### config.mk
export PLATFORM = sky130hd
export DESIGN_NAME = rv32im_writeback
export DESIGN_NICKNAME = d
export VERILOG_FILES = /design/src/rtl/rv32im_writeback.sv
export SDC_FILE = /design/constraint.sdc
export NUM_CORES = 1
export LEC_CHECK = 0
export CORE_UTILIZATION = 40
export DETAILED_ROUTE_END_ITERATION = 8
export PLACE_DENSITY_LB_ADDON = 0.15
export RECOVER_POWER = 25
export SYNTH_ARGS = -nofsm -noshare
export SYNTH_HDL_FRONTEND = slang
export SYNTH_SLANG_ARGS = --single-unit
### constraint.sdc
create_clock -name clk_i -period 2.2 [get_ports clk_i]
set_input_delay 0.22 -clock clk_i [delete_from_list [all_inputs] [get_ports clk_i]]
set_output_delay 0.22 -clock clk_i [all_outputs]
set_load 0.1 [all_outputs]
### src/rtl/rv32im_writeback.sv
// Writeback arbiter for ALU / load / muldiv results, with a forwarding copy of the
// last register-file write and a busy scoreboard for long-latency destinations.
module rv32im_writeback #(
  parameter int unsigned XLEN     = 32,
  parameter int unsigned REG_BITS = 5
) (
  input  logic                clk_i,
  input  logic                reset_n_i,
  input  logic                alu_valid_i,
  input  logic [REG_BITS-1:0] alu_rd_i,
  input  logic [XLEN-1:0]     alu_data_i,
  input  logic                load_valid_i,
  input  logic [REG_BITS-1:0] load_rd_i,
  input  logic [XLEN-1:0]     load_data_i,
  output logic                load_ready_o,
  input  logic                muldiv_valid_i,
  input  logic [REG_BITS-1:0] muldiv_rd_i,
  input  logic [XLEN-1:0]     muldiv_data_i,
  output logic                muldiv_ready_o,
  input  logic                issue_i,
  input  logic [REG_BITS-1:0] issue_rd_i,
  input  logic [REG_BITS-1:0] rs1_addr_i,
  input  logic [REG_BITS-1:0] rs2_addr_i,
  input  logic [REG_BITS-1:0] chk_rd_i,
  output logic                hazard_o,
  output logic                write_o,
  output logic [REG_BITS-1:0] rd_addr_o,
  output logic [XLEN-1:0]     data_o,
  output logic                fwd_valid_o,
  output logic [REG_BITS-1:0] fwd_addr_o,
  output logic [XLEN-1:0]     fwd_data_o
);

  localparam int unsigned NREGS = 2 ** REG_BITS;

  logic [NREGS-1:0]    busy;
  logic [NREGS-1:0]    busy_next;
  logic                sel_acc;
  logic                sel_long;
  logic [REG_BITS-1:0] sel_rd;
  logic [XLEN-1:0]     sel_data;

  assign load_ready_o   = !alu_valid_i;
  assign muldiv_ready_o = !alu_valid_i && !load_valid_i;

  assign hazard_o = busy[rs1_addr_i] | busy[rs2_addr_i] | busy[chk_rd_i];

  // Fixed priority; the ready outputs above encode the same ordering.
  always_comb begin
    sel_acc  = 1'b0;
    sel_long = 1'b0;
    sel_rd   = '0;
    sel_data = '0;
    if (alu_valid_i) begin
      sel_acc  = 1'b1;
      sel_rd   = alu_rd_i;
      sel_data = alu_data_i;
    end else if (load_valid_i) begin
      sel_acc  = 1'b1;
      sel_long = 1'b1;
      sel_rd   = load_rd_i;
      sel_data = load_data_i;
    end else if (muldiv_valid_i) begin
      sel_acc  = 1'b1;
      sel_long = 1'b1;
      sel_rd   = muldiv_rd_i;
      sel_data = muldiv_data_i;
    end
  end

  // Set is applied after clear so a back-to-back reissue keeps the register pending.
  always_comb begin
    busy_next = busy;
    if (sel_long && (sel_rd != '0)) busy_next[sel_rd] = 1'b0;
    if (issue_i && (issue_rd_i != '0)) busy_next[issue_rd_i] = 1'b1;
    busy_next[0] = 1'b0;
  end

  always_ff @(posedge clk_i) begin
    if (!reset_n_i) begin
      write_o     <= 1'b0;
      rd_addr_o   <= '0;
      data_o      <= '0;
      fwd_valid_o <= 1'b0;
      fwd_addr_o  <= '0;
      fwd_data_o  <= '0;
      busy        <= '0;
    end else begin
      fwd_valid_o <= write_o;
      fwd_addr_o  <= rd_addr_o;
      fwd_data_o  <= data_o;
      write_o     <= sel_acc && (sel_rd != '0);
      if (sel_acc) begin
        rd_addr_o <= sel_rd;
        data_o    <= sel_data;
      end
      busy <= busy_next;
    end
  end

endmodule

==> qor.yml <==
worst_setup_path:
  worst-path-buf-inv: 1
  cp_top_family: "compound AO/OA/AOI/OAI gates"
  cp_max_fo: 4
  rrSetupSlack_ns: 1.29
  cp.arrival_ns: 2.19
  start_kind: "flip-flop"
  cp-end-kind: "output pin"
  cp_cell_sequence: "mux4_2 -> o211ai_1 -> a21oi_1 -> a2111oi_4 -> nand4_1 -> buf_12"
  max_stage_delay_ns: 0.46
  path_class: "reg -> out"
  cp_data_required_time_ns: 1.98
  cpMaxStageDelayCell: "mux4_2"
global_route:
  grt_pass1_vias: 5272
  antenna_found_initial: 0
  grt_max_degree: 104
  grt_usage: 0.263
  grt_pass1_wl_mm: 27.0
  globalRoute.totalOverflow: 0
timing:
  slew_violations: 104
  fmax_mhz: 416
  finalClockSkew_ns: 0.00762
  relSlewSlack: -0.0909
  tightest_slew_ns: 1.64
  setup_viol: 1
  finalWorstSetupSlack_ns: -0.205
  report.final.hold_viol_count: 0
  rsz0062_at_grt: "yes"
  post-route-min-period_ns: 2.41
  whs_ns: 0.267
  timing.setup.tns_ns: -0.205
  fin_crit_sh: 1.09
clock_tree:
  htree_levels: 3
  clock_latency_ns: 0.35
  cts_sinks: 107
  cts_hold_buf: 0
  cts_tree: "yes"
  cts_buffer_depth: 2
  clk_pin_slew_worst_paths_ns: 0.07
  cts-root-buf: "clkbuf_16"
  cts_buffers: 9
synthesis:
  synth_nets: 686
  synth.avg_cell_area_um2: 9.64
  yosys_most_used_dff: "dfxtp_1"
  async_flop_share: 0
  synth_warnings: 0
  ys_seq_area_frac: 0.405
  netlist_area_mm2: 0.00530
  synth.distinct_cells: 52
  synth_edf_count: 0
  syn_inst: 549
  synth-seq-cells: 107
drt:
  drt_iter0_markers: 249
  finalWirelength_mm: 17.7
  drc: 0
  ant_nets: 0
  vias_per_cell: 5.45
  vias: 5149
  wire_per_inst_um: 18.7
  first_pass_iters: 6
run_status:
  violations: "max-capacitance violations, max-slew violations, negative setup slack"
  status: "finished with violations"
placement:
  placement.io_buffers: 215
  hpwl_mm: 13.5
  gp_congestion: 0.915
pwr:
  cellPowerDensity_mw_per_mm2: 651
  p_leak_nw: 3.05
  peakVddDrop_mv: 0.433
job:
  drv_cap: 1
floorplanning:
  coreArea_mm2: 0.0128
  die_h_um: 117
  start_util: 0.415
  die_area_mm2: 0.0137
  pin_count: 216
  die_x_um: 117
  fp-row-count: 41
cells_and_area:
  layout_commonest_cell: "clkdlybuf4s50_1"
  finalNetCount: 905
  drive_gt1_frac: 0.226
  areaGrowthSynthToFinish_pct: 47.7
  final_cell_mix: "clkdlybuf4s50_1 (127), buf_4 (105), dfxtp_1 (96)"
  diodes: 0
worst_hold_path:
  hold_path_class: "in -> reg"
registers in the layout (all words and copies together) (netlist names):
| name | count |
|---|---|
| fwd_addr_o | 5 |
| rd_addr_o | 5 |
| write_o | 1 |
| fwd_valid_o | 1 |
| data_o | 32 |
| busy | 31 |
| fwd_data_o | 32 |
stage by stage:
| stage | instances | cell area (um^2) | util | setup WS [ns] | power, W |
|---|---|---|---|---|---|
| 3_3_place_gp | 928 | 7530 | 0.589 | -0.423 | 0.00362 |
| 6_report | 945 | 7820 | 0.612 | -0.205 | 0.00510 |
| 4_1_cts | 945 | 7840 | 0.614 | -0.236 | 0.00511 |
| 5_1_grt | 945 | 7820 | 0.612 | -0.282 | 0.00527 |
| 3_5_place_dp | 928 | 7530 | 0.589 | -0.420 | 0.00364 |
| 2_1_floorplan | 549 | 5320 | - | -0.322 | 0.00310 |
synthesized netlist by cell type, types with 2 or more instances:
cell	number	share of area
a31o_2	2	0.0033
a21boi_1	19	0.027
nor4_1	2	0.0024
a22oi_1	64	0.091
and2_1	71	0.084
and2b_1	3	0.0043
a21boi_0	4	0.0057
nand4_1	7	0.0083
nor3_1	4	0.0038
nand3_1	12	0.011
or3b_1	2	0.0033
inv_1	4	0.0028
nand3b_1	9	0.013
buf_6	8	0.017
a21oi_1	5	0.0047
o21ai_1	5	0.0047
and3_1	2	0.0024
buf_2	6	0.0057
dfxtp_1	107	0.40
nor2_1	11	0.0078
nand2_1	33	0.023
nor3b_1	5	0.0071
nor2b_1	10	0.012
mux2i_1	12	0.023
buf_1	4	0.0028
o211ai_1	3	0.0043
nand2b_1	6	0.0071
a32o_1	10	0.019
mux4_2	18	0.077
o21ai_0	48	0.045
clkbuf_1	28	0.020
a31oi_2	5	0.012
report_power, final:
| group | switching, W | total [W] | internal [W] |
|---|---|---|---|
| sequential | 0.0000564 | 0.00208 | 0.00202 |
| clock | 0.000731 | 0.00150 | 0.000769 |
| combinational | 0.000980 | 0.00151 | 0.000534 |
worst paths after layout:
kind                 endpoint  cells past startpoint  startpoint
setup / recovery     hazard_o                      6    busy[27]
hold / removal        busy[7]                      2   reset_n_i
setup reg to reg   data_o[20]                      3  data_o[20]
hold reg to reg   fwd_valid_o                      1     write_o
routing by layer:
layer / track usage / wire length, um / part of all wire / vias to the layer above
li1: - / - / - / 2463
met4: 0.122 / 555 / 0.031 / 0
met1: 0.293 / 6940 / 0.39 / 2444
met5: 0 / 0 / 0 / -
met2: 0.464 / 8940 / 0.51 / 203
met3: 0.0736 / 1250 / 0.071 / 39
area by class of cell:
class,instances,area (um^2)
Multi-Input combinational cell,389,2900
Tap cell,172,215
Timing Repair Buffer,255,2250
Fill cell,1097,4950
Clock inverter,6,40.0
Sequential cell,107,2160
Inverter,6,36.3
Clock buffer,10,229
repair_timing:
item	4_1_cts	5_1_grt
buffers inserted	1	0
resized for setup	13	9
pin swaps	3	4
setup endpoints to repair	1	1
logic make-up (layout without fill, tap and decap cells):
group,after synthesis,count (layout),synth area share
DFF,107,107,0.405
muxes,32,32,0.106
buffers and inverters,53,277,0.0536
and+or+nand+nor,182,182,0.201
AOI/OAI and AO/OA,175,175,0.234
No activity file was read; power rests on OpenSTA's default activity.
